$ cat src/rtl/jericalla_pkg.sv
// Shared definitions for the memory arbiter: FSM encoding, default timing
// parameters and counter widths.
package jericalla_pkg;

  typedef enum logic [1:0] {
    ST_IDLE    = 2'd0,
    ST_RD_WAIT = 2'd1,
    ST_RD_DONE = 2'd2
  } arb_state_e;

  localparam int unsigned RD_LAT_DEF     = 1;
  localparam int unsigned STARVE_MAX_DEF = 4;

  // Sized for the largest legal RD_LAT (7) and STARVE_MAX (15).
  localparam int unsigned LAT_W    = 3;
  localparam int unsigned STARVE_W = 4;

endpackage

$ cat src/rtl/arb_lat_counter.sv
// RAM read-latency down-counter: loaded on read acceptance, decremented while
// the arbiter waits, done when it reaches zero.
module arb_lat_counter
  import jericalla_pkg::*;
#(
  parameter int unsigned LOAD_VAL = RD_LAT_DEF
) (
  input  logic clk,
  input  logic rst,
  input  logic load_i,
  input  logic dec_i,
  output logic done_o
);

  logic [LAT_W-1:0] cnt_q;

  always_ff @(posedge clk) begin
    if (rst) begin
      cnt_q <= '0;
    end else if (load_i) begin
      cnt_q <= LAT_W'(LOAD_VAL);
    end else if (dec_i && (cnt_q != '0)) begin
      cnt_q <= cnt_q - 1'b1;
    end
  end

  assign done_o = (cnt_q == '0);

endmodule

$ cat src/rtl/mem_arbiter.sv
// Single-port RAM arbiter between the pipeline memory stage and a loader,
// with starvation-based loader priority and a fixed read latency.
module mem_arbiter
  import jericalla_pkg::*;
#(
  parameter int unsigned DATA_W     = 32,
  parameter int unsigned ADDR_W     = 32,
  parameter int unsigned RD_LAT     = RD_LAT_DEF,
  parameter int unsigned STARVE_MAX = STARVE_MAX_DEF
) (
  input  logic              clk,
  input  logic              rst,
  input  logic              i_uc_e_read_ram,
  input  logic              i_uc_e_write_ram,
  input  logic [ADDR_W-1:0] i_address_ram,
  input  logic [DATA_W-1:0] i_din_ram,
  output logic              o_stall,
  output logic [DATA_W-1:0] o_dout,
  output logic              o_dout_valid,
  input  logic              i_ld_req,
  input  logic              i_ld_we,
  input  logic [ADDR_W-1:0] i_ld_address,
  input  logic [DATA_W-1:0] i_ld_din,
  output logic              o_ld_gnt,
  output logic [DATA_W-1:0] o_ld_dout,
  output logic              o_ld_valid,
  output logic              o_ram_re,
  output logic              o_ram_we,
  output logic [ADDR_W-1:0] o_ram_address,
  output logic [DATA_W-1:0] o_ram_din,
  input  logic [DATA_W-1:0] i_ram_dout,
  output logic              o_err
);

  arb_state_e          state_q;
  logic                owner_ld_q;
  logic [STARVE_W-1:0] starve_q;
  logic                pipe_req, ld_prio, pipe_acc, ld_acc, rd_acc, lat_done;

  always_comb begin
    pipe_req = i_uc_e_read_ram | i_uc_e_write_ram;
    ld_prio  = (starve_q == STARVE_W'(STARVE_MAX));
    pipe_acc = !rst && (state_q == ST_IDLE) && pipe_req && !(i_ld_req && ld_prio);
    ld_acc   = !rst && (state_q == ST_IDLE) && i_ld_req && !pipe_acc;
    rd_acc   = (pipe_acc && !i_uc_e_write_ram) || (ld_acc && !i_ld_we);
    o_ld_gnt = ld_acc;
    // In RD_DONE the pipeline read being completed must be released, but a
    // pipeline request waiting behind a loader read stays held.
    o_stall = 1'b0;
    if (!rst) begin
      case (state_q)
        ST_IDLE:    o_stall = pipe_req && !(pipe_acc && i_uc_e_write_ram);
        ST_RD_WAIT: o_stall = pipe_req || !owner_ld_q;
        ST_RD_DONE: o_stall = pipe_req && owner_ld_q;
        default:    o_stall = 1'b0;
      endcase
    end
  end

  arb_lat_counter #(
    .LOAD_VAL (RD_LAT)
  ) u_lat (
    .clk    (clk),
    .rst    (rst),
    .load_i (rd_acc),
    .dec_i  (state_q == ST_RD_WAIT),
    .done_o (lat_done)
  );

  always_ff @(posedge clk) begin
    if (rst) begin
      state_q       <= ST_IDLE;
      owner_ld_q    <= 1'b0;
      starve_q      <= '0;
      o_err         <= 1'b0;
      o_ram_re      <= 1'b0;
      o_ram_we      <= 1'b0;
      o_ram_address <= '0;
      o_ram_din     <= '0;
      o_dout        <= '0;
      o_dout_valid  <= 1'b0;
      o_ld_dout     <= '0;
      o_ld_valid    <= 1'b0;
    end else begin
      o_ram_re     <= 1'b0;
      o_ram_we     <= 1'b0;
      o_dout_valid <= 1'b0;
      o_ld_valid   <= 1'b0;
      if (i_uc_e_read_ram && i_uc_e_write_ram) o_err <= 1'b1;
      if (ld_acc) starve_q <= '0;
      else if (i_ld_req && !ld_prio) starve_q <= starve_q + 1'b1;
      case (state_q)
        ST_IDLE: begin
          if (pipe_acc) begin
            o_ram_address <= i_address_ram;
            o_ram_din     <= i_din_ram;
            o_ram_we      <= i_uc_e_write_ram;
            o_ram_re      <= !i_uc_e_write_ram;
            owner_ld_q    <= 1'b0;
          end else if (ld_acc) begin
            o_ram_address <= i_ld_address;
            o_ram_din     <= i_ld_din;
            o_ram_we      <= i_ld_we;
            o_ram_re      <= !i_ld_we;
            owner_ld_q    <= 1'b1;
          end
          if (rd_acc) state_q <= ST_RD_WAIT;
        end
        ST_RD_WAIT: begin
          if (lat_done) begin
            if (owner_ld_q) begin
              o_ld_dout  <= i_ram_dout;
              o_ld_valid <= 1'b1;
            end else begin
              o_dout       <= i_ram_dout;
              o_dout_valid <= 1'b1;
            end
            state_q <= ST_RD_DONE;
          end
        end
        ST_RD_DONE: state_q <= ST_IDLE;
        default:    state_q <= ST_IDLE;
      endcase
    end
  end

endmodule
$ cat config.mk
export PLATFORM = sky130hd
export DESIGN_NAME = mem_arbiter
export DESIGN_NICKNAME = d
export VERILOG_FILES = /design/src/rtl/jericalla_pkg.sv /design/src/rtl/arb_lat_counter.sv /design/src/rtl/mem_arbiter.sv
export SDC_FILE = /design/constraint.sdc
export NUM_CORES = 1
export LEC_CHECK = 0
export ABC_CLOCK_PERIOD_IN_PS = 1680
export BUFFER_PORTS_ARGS = -buffer_cell sky130_fd_sc_hd__buf_2
export CORE_AREA = 2 2 103 145
export CTS_CLUSTER_DIAMETER = 60
export DETAILED_ROUTE_END_ITERATION = 7
export DIE_AREA = 0 0 105 147
export GPL_TIMING_DRIVEN = 0
export PLACE_DENSITY = 0.76
export SLEW_MARGIN = 30
export SYNTH_ARGS = -nofsm -noshare
export SYNTH_HDL_FRONTEND = slang
export SYNTH_SLANG_ARGS = --single-unit
$ cat constraint.sdc
create_clock -name clk -period 1.68 [get_ports clk]
set_input_delay 0.336 -clock clk [delete_from_list [all_inputs] [get_ports clk]]
set_output_delay 0.336 -clock clk [all_outputs]
set_load 0.005 [all_outputs]
# Word-level counts from Yosys, hierarchy flattened
# Cells that the tools add are included.
[word_totals]
in_bits = 166
reg_bits = 143
word_cells = 82
[op_classes]
n_eq_ne = 5
n_bitwise = 5
n_mux = 19
n_reduce_logical = 37
addsub = 2
[op_table]
columns = ["op", "count"]
rows = [
  ["two-way mux 32 bit", 4],
  ["logical AND 1 bit", 14],
  ["two-way mux 1 bit", 11],
  ["logical NOT 1 bit", 8],
  ["AND reduction 3 bit", 2],
  ["OR reduction 2 bit", 3],
  ["adder 4 x 1 -> 4 bit (second input constant)", 1],
  ["equality test 4 x 3 -> 1 bit (second input constant)", 1],
  ["two-way mux 2 bit", 2],
  ["!= test 2 bit (second input constant)", 2],
  ["inverter 1 bit", 4],
  ["case mux 2 bit (2 select lines)", 1],
  ["AND reduction 2 bit", 2],
  ["nonzero test 2 bit", 2],
  ["logical NOT 3 bit", 1],
  ["case mux 1 bit (3 select lines)", 1],
  ["nonzero test 3 bit", 1],
  ["OR reduction 3 bit", 1],
  ["subtractor 3 x 1 -> 3 bit (second input constant)", 1],
  ["equality test 2 x 1 -> 1 bit (second input constant)", 1],
  ["equality test 2 bit (second input constant)", 1],
  ["logical NOT 2 bit", 1],
  ["logical OR 1 bit", 2],
  ["OR 1 bit", 1],
]

# Longest topological paths before layout
[depth]
word_depth = 10
ltp_mapped = 8
ltp_nobuf = 6

# By module
# A second synthesis with hierarchy kept.
[unflattened]
hier_cells = 719
hier_area_um2 = 5776.8
[by_module_without_submodules]
columns = ["mod", "cells_each", "area_per_inst_um2", "n_inst"]
rows = [
  ["mem_arbiter", 701, 5607.9, 1],
  ["arb_lat_counter", 18, 168.9, 1],
]

# Least setup slack after synthesis
# Ideal clock, no wire load.
[synth_timing]
kind = "register to output"
from = "register starve_q[0]"
to = "output port o_stall"
arrival_time_ps = 1387
n_path_buf = 0
slack_ps = -43
path_stages_with_launch = 7
path_cell_list = "dfxtp_1 inv_1 ha_1 nand4b_1 and2_1 or3_1 a31oi_1"
[synth_via]
elab_chain_cells = 9
[synth_rtl]
columns = ["item", "line_no", "source"]
rows = [
  ["start: declaration", "mem_arbiter.sv:37", "logic [STARVE_W-1:0] starve_q;"],
  ["start signal: assignment", "mem_arbiter.sv:91", "else if (i_ld_req && !ld_prio) starve_q <= starve_q + 1'b1;"],
  ["equality test 4 x 3 -> 1 bit", "mem_arbiter.sv:42", "ld_prio = (starve_q == STARVE_W'(STARVE_MAX));"],
  ["logical AND 1 bit", "mem_arbiter.sv:43", "pipe_acc = !rst && (state_q == ST_IDLE) && pipe_req && !(i_ld_req && ld_prio);"],
  ["logical NOT 1 bit", "mem_arbiter.sv:43", ""],
  ["logical AND 1 bit", "mem_arbiter.sv:43", ""],
  ["logical AND 1 bit", "mem_arbiter.sv:52", "ST_IDLE: o_stall = pipe_req && !(pipe_acc && i_uc_e_write_ram);"],
  ["logical NOT 1 bit", "mem_arbiter.sv:52", ""],
  ["logical AND 1 bit", "mem_arbiter.sv:52", ""],
  ["case mux 1 bit (3 select lines)", "mem_arbiter.sv:51", "case (state_q)"],
  ["two-way mux 1 bit", "mem_arbiter.sv:50", "if (!rst) begin"],
  ["end: declaration", "mem_arbiter.sv:17", "output logic o_stall,"],
]
# No other way between the ends.

# Worst setup path after layout
[layout_timing]
from = "register starve_q[1]"
to = "output port o_stall"
# The elaborated chain is that of the path after synthesis.

==> summary.md <==
| Metric | Value |
|---|---|
| Status | complete, but fails checks |
| Failing checks | setup timing |
| Longest Clk Path Bufs | 2 |
| Leakage | 4.119 nW |
| Total CTS buffers | 17 |
| Fin Setup TNS | -7.291 ns |
| Synth warn | 0 |
| Ys flop type | dfxtp_1 |
| Worst EP arrival | roughly 1.9 ns |
| Core area | 0.01418 sq mm |
| Worst Hold Launch | i_ram_dout[16] |
| Syn nets | 893 |
| Initial Utilization | 40.44% |
| DRC violation count after routing | 0 |
| CP Max Fanout | 4 |
| Crit path time final | 2.215 ns |
| Total number of vias | between 6,000 and 7,000 |
| Largest net degree at the start of global routing | 17 |
| Post-DP Area | 0.007491 sq mm |
| Asr flop ratio synth | 0% |
| Total Routing Usage GR | 26.05% |
| Post-Route WL | around 21,000 microns |
| Initial DRC count | about 220 |
| Clock Latency Late Sink | about 0.43 ns |
| Worst Skew | 0.01031 ns |
| Clock-pin slew on the worst setup and hold paths | approximately 0.07 ns |
| Worst VDD drop | 0.0005577 V |
| Worst endpoint required time | 1.34 ns |
| Post-synth EDFFs | 0 |
| Die X | 105 microns |
| Die area | 0.01544 sq mm |
| Highest clock rate | 451.4 MHz |
| Antenna viol nets, final | 0 |
| Post-DP HPWL | 15,430 microns |
| Avg Inst Size Synth | around 7.9 sq um |
| Reg2reg path depth | 11 |
| Reg-to-Reg End | o_ram_din[16]$_SDFFE_PP0P_ |
| First-pass GRT wire length | 31,600 microns |
| CP max stage delay | 0.32 ns |
| Hold Fails Final Rpt | 0 |
| H-tree Lvls | 4 |
| Worst hold stages | 3 |
| Max Cap Viol | 0 |
| CTS tree | built |
| Routability Congestion | 0.8681 |
| Share of layout cells above drive strength 1 | 45.49% |
| R2R Path Start | starve_q[1]$_SDFFE_PP0P_ |
| Post-DR vias/cell | 5.145 |
| Root buffer cell | clkbuf_16 |
| Area grow syn2layout | 55.63% |
| Port bufs | 300 |
| Worst-path cell chain | inv_2, ha_4, nand4b_1, and2_4, or3_1, a31oi_1, buf_2 |
| Worst rel slew slack | between 60 and 70% |
| Vias in the first global route | roughly 6,300 |
| CTS sink count | ~140 |
| Worst R2R Setup Slack | -0.17 ns |
| Initial antenna violation count | 0 |
| Final Max Slew Viols | 0 |
| Final worst path period share | 131.9% |
| Cell at the slowest stage of the critical path | dfxtp_2 |
| Worst Tran Pin Value | slightly below 0.6 ns |
| CP Class | reg -> out |
| I/O pin count | 301 |
| Fin nets | 1,232 |
| Hold Path End | o_dout[16]$_SDFFE_PP0P_ |
| Final setup violation count | 61 |
| Final instance area | 0.008926 sq mm |
| Hold WC Path Type | in -> reg |
| Power density cells | 1057 mW/mm^2 |
| Register bit total from synthesis | 143 |
| Unrepaired setup endpoints after global routing | true |
| 1st-pass router iterations | 5 |
| Worst setup margin | -0.5354 ns |
| Startpoint Class | register |
| Worst hold margin | 0.1599 ns |
| Post-synthesis sequential area ratio | 49.91% |
| Post-synth cell types | 36 |
| Gr ovfl total | 0 |
| Cells after Synth | 723 |
| Std cell rows | 52 |
| Synth Cell Area | between 0.005 and 0.006 sq mm |
| Post-CTS Hold Fix Bufs | 0 |
| Die height | 147 microns |
| Wire length per cell | between 15 and 20 microns |
| Crit end category | output pin |
## cell usage after synthesis, types with 2 or more instances
| master | instances | area (sq um) |
|---|---|---|
| or3_1 | 3 | 18.77 |
| dfxtp_1 | 143 | 2863 |
| buf_6 | 12 | 135.1 |
| nand3_1 | 2 | 10.01 |
| and2_1 | 3 | 18.77 |
| buf_2 | 22 | 110.1 |
| buf_1 | 2 | 7.510 |
| a31oi_1 | 67 | 419.2 |
| ha_1 | 4 | 50.05 |
| nand2_1 | 264 | 991.0 |
| a21oi_2 | 8 | 70.07 |
| clkbuf_1 | 15 | 56.30 |
| nor2_1 | 10 | 37.54 |
| a21oi_1 | 64 | 320.3 |
| nand4b_1 | 2 | 17.52 |
| o21ai_0 | 42 | 210.2 |
| buf_4 | 7 | 52.55 |
| inv_1 | 8 | 30.03 |
| nor3_1 | 2 | 10.01 |
| nor3_4 | 2 | 32.53 |
| a21o_1 | 2 | 15.01 |
| o21ai_1 | 25 | 125.1 |
## how the worst max path moves through the flow
stage | end | from | slack (ns) | cells after the start
global route | o_stall | starve_q[1]$_SDFFE_PP0P_ | -0.63 | 7
detailed placement | o_stall | starve_q[1]$_SDFFE_PP0P_ | -0.24 | 7
finish | o_stall | starve_q[1]$_SDFFE_PP0P_ | -0.54 | 7
global placement | o_stall | starve_q[1]$_SDFFE_PP0P_ | -0.21 | 7
CTS | o_stall | starve_q[1]$_SDFFE_PP0P_ | -0.54 | 7
floorplan | o_stall | starve_q[1]$_SDFFE_PP0P_ | 0.02 | 6
## through the flow
stage / cells / power, mW / utilization, % / setup slack, ns
floorplan: 723 / 4.432 / - / 0.02447
global placement: 1212 / 5.053 / 52.81 / -0.2149
detailed placement: 1212 / 5.074 / 52.81 / -0.2358
CTS: 1257 / 9.272 / 59.17 / -0.5431
global route: 1264 / 9.797 / 62.91 / -0.6332
finish: 1265 / 9.437 / 62.93 / -0.5354
## logic make-up after synthesis
| logic type | share of synthesized area (%) |
|---|---|
| compound gates | 21.10 |
| xor+xnor | 0.1527 |
| flops | 49.91 |
| mux | 0.1745 |
| fa+ha+maj | 0.8726 |
| buf+inv | 6.828 |
| simple gates | 20.96 |
## cell type report
cell class	instances	area, sq um
Clock inverter	14	209.0
Tap cell	189	236.5
Buffer	58	485.5
Sequential cell	143	2865
Clock buffer	18	439.2
Timing Repair Buffer	320	1813
Inverter	8	30.03
Antenna cell	1	2.502
Multi-Input combinational cell	514	2845
Fill cell	1253	5258
## state kept, by name, indices dropped and copies added, names as in the netlist
signal / count
o_err: 1
o_ld_valid: 1
starve_q: 4
o_ram_re: 1
o_dout: 32
o_ram_din: 32
u_lat.cnt_q: 3
o_ram_we: 1
owner_ld_q: 1
o_dout_valid: 1
o_ram_address: 32
state_q: 2
o_ld_dout: 32
## per-layer routing
layer | up-vias | global-route usage (%) | wire [microns]
li1 | 3129 | - | -
met1 | 3004 | 28.06 | 8032
met2 | 322 | 45.84 | 10770
met3 | 54 | 7.941 | 1622
met4 | 0 | 13.13 | 811
met5 | - | 0 | 0
## worst max-delay path: cells and delay by family, from the launching register on
| kind | cells | cell delay [ns] |
|---|---|---|
| simple gates | 3 | 0.63 |
| flops | 1 | 0.32 |
| buf+inv | 2 | 0.23 |
| compound gates | 1 | 0.13 |
| fa+ha+maj | 1 | 0.14 |
## layout by cell type, fill, tap and decap left out, types with 3 or more instances in the layout
master,n
buf_8,8
or3_1,3
clkbuf_4,3
nor2_1,8
a31oi_1,63
inv_6,4
buf_4,13
nand2_4,19
inv_8,6
o21ai_0,42
clkbuf_16,23
buf_6,21
clkbuf_1,12
dfxtp_1,141
a21oi_2,11
o21ai_1,24
inv_1,3
bufinv_16,3
nand2_1,207
a31oi_4,3
inv_2,5
buf_2,309
nand2_2,38
a21oi_1,61
## where the power goes
part	switching, mW	internal, mW
Combinational	0.815	0.711
Clock	1.70	2.47
Sequential	0.120	3.62
Total	2.64	6.80
## what timing repair did
action	CTS	global route
cloned	2	6
pin swaps	9	111
endpoints found under the setup margin	87	131
buffers inserted	11	4
gates resized for setup	40	113
(Power assumes the default switching activity.)
